<file path="config.mk">
export PLATFORM = sky130hd
export DESIGN_NAME = multi_key_debouncer
export DESIGN_NICKNAME = d
export VERILOG_FILES = /design/src/rtl/multi_key_debouncer.sv
export SDC_FILE = /design/constraint.sdc
export NUM_CORES = 1
export LEC_CHECK = 0
export ABC_AREA = 1
export BUFFER_PORTS_ARGS = -buffer_cell sky130_fd_sc_hd__clkbuf_2
export CORE_ASPECT_RATIO = 0.75
export CORE_MARGIN = 2
export CORE_UTILIZATION = 45
export CTS_CLUSTER_SIZE = 20
export DETAILED_ROUTE_END_ITERATION = 10
export HOLD_SLACK_MARGIN = 0.12
export SYNTH_ARGS = -nofsm -noshare
export SYNTH_HDL_FRONTEND = slang
export SYNTH_SLANG_ARGS = --single-unit
</file>
<file path="constraint.sdc">
create_clock -name iwClk -period 2.9 [get_ports iwClk]
set_input_delay 0.145 -clock iwClk [delete_from_list [all_inputs] [get_ports iwClk]]
set_output_delay 0.145 -clock iwClk [all_outputs]
set_load 0.01 [all_outputs]
</file>
<file path="src/rtl/multi_key_debouncer.sv">
// Per-channel key debouncer with a shared sample-tick prescaler, press/release
// edge pulses and optional auto-repeat while a key stays held.
module multi_key_debouncer #(
  parameter int unsigned pChannels           = 8,
  parameter int unsigned pSampleTime         = 15,
  parameter int unsigned pClockDividerFactor = 1000000,
  parameter int unsigned pRepeatDelay        = 0,
  parameter int unsigned pRepeatPeriod       = 0
) (
  input  logic                 iwClk,
  input  logic                 iwRst,
  input  logic [pChannels-1:0] iwKeyIn,
  output logic [pChannels-1:0] orKeyOut,
  output logic [pChannels-1:0] orPress,
  output logic [pChannels-1:0] orRelease,
  output logic [pChannels-1:0] orRepeat
);

  localparam int unsigned CNT_W = 16;
  localparam int unsigned DIV_W = 32;

  localparam logic [DIV_W-1:0] LP_DIV_LAST    = DIV_W'(pClockDividerFactor - 1);
  localparam logic [CNT_W-1:0] LP_SAMPLE_LAST = CNT_W'(pSampleTime - 1);
  localparam logic [CNT_W-1:0] LP_DELAY_LAST  = CNT_W'(pRepeatDelay - 1);
  localparam logic [CNT_W-1:0] LP_PERIOD_LAST = CNT_W'(pRepeatPeriod - 1);
  localparam bit               LP_REPEAT_EN   = (pRepeatDelay != 0);

  logic [pChannels-1:0] r_meta;
  logic [pChannels-1:0] r_sync;
  logic [DIV_W-1:0]     r_div;
  logic [CNT_W-1:0]     r_cnt   [pChannels];
  logic [CNT_W-1:0]     r_hold  [pChannels];
  logic [pChannels-1:0] r_phase;

  logic                 w_tick;
  logic [CNT_W-1:0]     w_cnt_nxt  [pChannels];
  logic [CNT_W-1:0]     w_hold_nxt [pChannels];
  logic [pChannels-1:0] w_phase_nxt;
  logic [pChannels-1:0] w_key_nxt;
  logic [pChannels-1:0] w_press_nxt;
  logic [pChannels-1:0] w_rel_nxt;
  logic [pChannels-1:0] w_rep_nxt;

  assign w_tick = (r_div == LP_DIV_LAST);

  // Per-channel stability counting, edge detection and repeat scheduling; only
  // tick clocks can change state, pulses default low on every other clock.
  always_comb begin
    w_cnt_nxt   = r_cnt;
    w_hold_nxt  = r_hold;
    w_phase_nxt = r_phase;
    w_key_nxt   = orKeyOut;
    w_press_nxt = '0;
    w_rel_nxt   = '0;
    w_rep_nxt   = '0;
    if (w_tick) begin
      for (int i = 0; i < int'(pChannels); i++) begin
        if (r_sync[i] == orKeyOut[i]) begin
          w_cnt_nxt[i] = '0;
        end else if (r_cnt[i] == LP_SAMPLE_LAST) begin
          w_cnt_nxt[i]   = '0;
          w_key_nxt[i]   = r_sync[i];
          w_press_nxt[i] = r_sync[i];
          w_rel_nxt[i]   = ~r_sync[i];
        end else begin
          w_cnt_nxt[i] = r_cnt[i] + CNT_W'(1);
        end

        // Hold timing only runs across ticks where the key stays accepted-high.
        if (orKeyOut[i] && w_key_nxt[i]) begin
          if (LP_REPEAT_EN) begin
            if (r_hold[i] == (r_phase[i] ? LP_PERIOD_LAST : LP_DELAY_LAST)) begin
              w_rep_nxt[i]   = 1'b1;
              w_hold_nxt[i]  = '0;
              w_phase_nxt[i] = 1'b1;
            end else begin
              w_hold_nxt[i] = r_hold[i] + CNT_W'(1);
            end
          end
        end else begin
          w_hold_nxt[i]  = '0;
          w_phase_nxt[i] = 1'b0;
        end
      end
    end
  end

  always_ff @(posedge iwClk) begin
    if (iwRst) begin
      r_meta    <= '0;
      r_sync    <= '0;
      r_div     <= '0;
      r_phase   <= '0;
      orKeyOut  <= '0;
      orPress   <= '0;
      orRelease <= '0;
      orRepeat  <= '0;
      for (int i = 0; i < int'(pChannels); i++) begin
        r_cnt[i]  <= '0;
        r_hold[i] <= '0;
      end
    end else begin
      r_meta    <= iwKeyIn;
      r_sync    <= r_meta;
      r_div     <= w_tick ? '0 : r_div + DIV_W'(1);
      r_phase   <= w_phase_nxt;
      orKeyOut  <= w_key_nxt;
      orPress   <= w_press_nxt;
      orRelease <= w_rel_nxt;
      orRepeat  <= w_rep_nxt;
      for (int i = 0; i < int'(pChannels); i++) begin
        r_cnt[i]  <= w_cnt_nxt[i];
        r_hold[i] <= w_hold_nxt[i];
      end
    end
  end

endmodule

</file>
==> impl_results.rst <==
.. list-table::
   :header-rows: 1

   * - Metric
     - Value
   * - Yosys reg bits
     - 200
   * - Logic pwr share
     - 0.027
   * - First-pass iteration count of the detailed router
     - 9
   * - Peak supply drop
     - 0.4538 mV
   * - Pin count of the biggest net entering global routing
     - 68
   * - Total die area
     - 27,110 sq um
   * - CTS H-tree depth
     - 4
   * - Setup-violating endpoint count in the final report
     - 0
   * - Register-to-Register Path Depth
     - 10
   * - Transition time at the pin with the least slew margin
     - 0.7229 ns
   * - Iteration-0 DRC Markers
     - 806
   * - Top cell type's share of synthesized area
     - 0.3449
   * - Setup fix buffers added after clock tree synthesis
     - 0
   * - F_max
     - 0.4264 GHz
   * - GRT Overall Usage
     - 0.2198
   * - Wire length of the first global-routing pass
     - 48.65 mm
   * - Clock latency of the later-clocked register in the worst-skew pair
     - 0.44 ns
   * - Sequential Power Share
     - 0.509
   * - Synth Area per Inst
     - 6.198 sq um
   * - Fraction of the cycle the final worst path needs
     - 0.8086
   * - Min-delay worst type
     - in2reg
   * - Primary FF master, synth
     - dfxtp_1
   * - Internal portion of total power
     - 4.307 mW
   * - Final hold violations
     - 0
   * - Final critical-path required period
     - 2.345 ns
   * - Total area of multi-input combinational cells
     - 6549 sq um
   * - Switching power summed over all nets
     - 1.151 mW
   * - Leakage power
     - 5.224 nW
   * - Setup ws final
     - 0.5549 ns
   * - Detailed-route wire length
     - 28.59 mm
   * - Placed cells
     - 2,210
   * - Number of cells in the finished layout apart from fillers
     - 2,247
   * - Initial core utilization
     - 0.4616
   * - Post-placement setup slack
     - 0.5523 ns
   * - Horiz. Die Dim
     - 189.5 um
   * - Antenna violations before repair
     - 0
   * - Remaining number of nets flagged by the antenna check after routing
     - 0
   * - Synth-to-layout area growth
     - 9.851%
   * - Post-CTS clock slew at the launch and capture registers of the worst setup and hold paths
     - 0.07 ns
   * - Slew Limit Headroom
     - 0.5173
   * - Top fanout value on the critical path
     - 39
   * - Post-synthesis sequential area ratio
     - 0.3449
   * - Register Area
     - 4004 sq um
   * - # diodes
     - 0
   * - Clock tree from TritonCTS
     - done
   * - Standard-cell row count
     - 50
   * - Cell variety after synth
     - 33
   * - Setup clock skew after layout
     - 0.01003 ns
   * - Clock network fraction of total power
     - 0.464
   * - Worst Setup Path Type
     - reg2reg
   * - Total standard cell area after synthesis
     - 11,610 sq um
   * - Cells resized by post-CTS repair
     - 0
   * - Outcome
     - complete, no violations
   * - Post-synthesis cell type with the largest combined area
     - dfxtp_1
   * - Number of max-cap violations
     - 0
   * - Via count of the routed design
     - 10,920
   * - Instance count of the mapped netlist
     - 1,873
   * - Top cells by area in the synthesized netlist
     - dfxtp_1 34%, nand2_1 17%, nor2_1 12%
   * - Cell types with the highest counts after synthesis
     - 540 x nand2_1, 375 x nor2_1, 210 x inv_1, 200 x dfxtp_1, 155 x nand3_1
   * - Die H
     - 143.1 um
   * - Number of flops mapped to enable cells by yosys
     - 0
   * - Most frequently used cell type in the post-synthesis netlist
     - nand2_1
   * - Clock Sinks
     - 200
   * - Total count of max-transition violations in the final report
     - 0
   * - Nets
     - 1,926
   * - Count of input and output buffers
     - 33
   * - Yosys Warn Count
     - 0
   * - Fraction of final layout cells sized beyond drive strength 1
     - 0.05343
   * - Routability Congestion
     - 0.9100
   * - Final setup TNS
     - 0 ns
   * - Critical path startpoint category
     - flip-flop
   * - Worst Path Required
     - 3.27 ns
   * - Core Footprint
     - 25,150 sq um
   * - P per Cell Area
     - 428.0 nW/um^2
   * - Library cell used as clock root buffer
     - clkbuf_16
   * - Via count of the first global-routing pass
     - 9,748
   * - Net switching fraction of the power
     - 0.2108
   * - Top-Level Pins
     - 42
   * - Post-synthesis async set-or-reset flop share
     - 0
   * - Hold buffers post-CTS
     - 8
   * - Nature of the critical path endpoint
     - flip-flop
   * - Overflow left after global routing
     - 0
   * - Arrival time of the worst setup path
     - 2.72 ns
   * - Unrepaired setup endpoints after global routing
     - false
   * - CTS buffer count
     - 17
   * - Post-detailed-route wirelength per cell
     - 12.72 um
   * - Fill count
     - 2,627
   * - Cell depth of the worst min-delay path
     - 4
   * - Post-detail-place hpwl
     - 20.85 mm
   * - Remaining routing DRC violations
     - 0
   * - Vias per cell
     - 4.858
   * - Deepest clock path buffer count
     - 2
   * - Util after Layout
     - 0.5071
[critical path: stages, from the launching register on]
cell and delay [ns]:
dfxtp_1 0.38, ha_1 0.22, nand3_2 0.20, nor2_1 0.15, nand2_1 0.09, nor2_4 0.33, buf_4 0.26, inv_2 0.30
nor2_1 0.18, nor2_1 0.05, nor2_1 0.08
[layout make-up]
cell class,count,share of cell area
inverter,220,0.06476
multi-input combinational,1409,0.5135
timing repair buffer,51,0.02610
sequential,200,0.3140
clock inverter,7,0.01128
tap,338,0.03316
clock buffer,22,0.03719
[kinds of logic (layout without fill, tap and decap cells)]
family	after synthesis	after routing	share of synthesized area
simple gates	1200	1200	0.4359
buf+inv	271	300	0.09388
flops	200	200	0.3449
compound gates	102	102	0.04484
xor+xnor	82	82	0.06187
fa+ha+maj	17	17	0.01832
other cells	1	8	0.0003230
[worst paths after layout]
kind,slack (ns),from,endpoint
worst max-delay path,0.55,r_div[0],r_cnt[67]
worst min register to register,0.40,r_meta[4],r_sync[4]
worst max register to register,0.55,r_div[0],r_cnt[67]
worst min-delay path,0.19,iwRst,r_cnt[63]
[through the flow]
step                      area, sq um  power, mW  hold WS [ns]
after floorplan                 11630      2.943        0.2520
after global placement          12050      2.980        0.3404
after detailed placement        12050      2.980        0.3424
after CTS                       12750      5.531        0.1769
after global routing            12750      5.671        0.2175
final                           12750      5.458        0.1865
[flip-flops by register name (all words and copies together), names as in the netlist]
register and cells:
orPress 8, r_cnt 128, r_meta 8, r_div 32, orKeyOut 8, orRelease 8, r_sync 8
[layer usage]
metal | vias to the layer above | global-route usage | part of all wire
li1 | 5873 | - | -
met1 | 4751 | 0.3271 | 0.53
met2 | 264 | 0.3247 | 0.40
met3 | 29 | 0.03957 | 0.055
met4 | 0 | 0.05590 | 0.014
met5 | - | 0 | 0
[power by group through the flow]
stage | clock, mW | combinational [mW] | sequential [mW]
3_3_place_gp | 0 | 0.140 | 2.84
3_5_place_dp | 0 | 0.140 | 2.84
4_1_cts | 2.61 | 0.149 | 2.78
6_report | 2.53 | 0.147 | 2.78
5_1_grt | 2.73 | 0.167 | 2.78
2_1_floorplan | 0 | 0.106 | 2.84
[placed cells by master, fill, tap and decap left out, drive strengths merged, types with 3 or more instances in the layout]
| cell | Yosys | layout |
|---|---|---|
| and2 | 4 | 4 |
| xnor2 | 17 | 17 |
| nand2 | 548 | 548 |
| clkinv | 3 | 3 |
| buf | 36 | 10 |
| clkbuf | 15 | 55 |
| bufinv | 0 | 4 |
| o21ai | 53 | 53 |
| inv | 217 | 218 |
| dlygate4sd3 | 0 | 8 |
| conb | 1 | 8 |
| a21oi | 45 | 45 |
| xor2 | 65 | 65 |
| nand3b | 13 | 13 |
| dfxtp | 200 | 200 |
| nand4 | 40 | 40 |
| nor3 | 54 | 54 |
| nand3 | 156 | 156 |
| nor2 | 385 | 385 |
| ha | 17 | 17 |
Power figures use the tool's default switching activity.
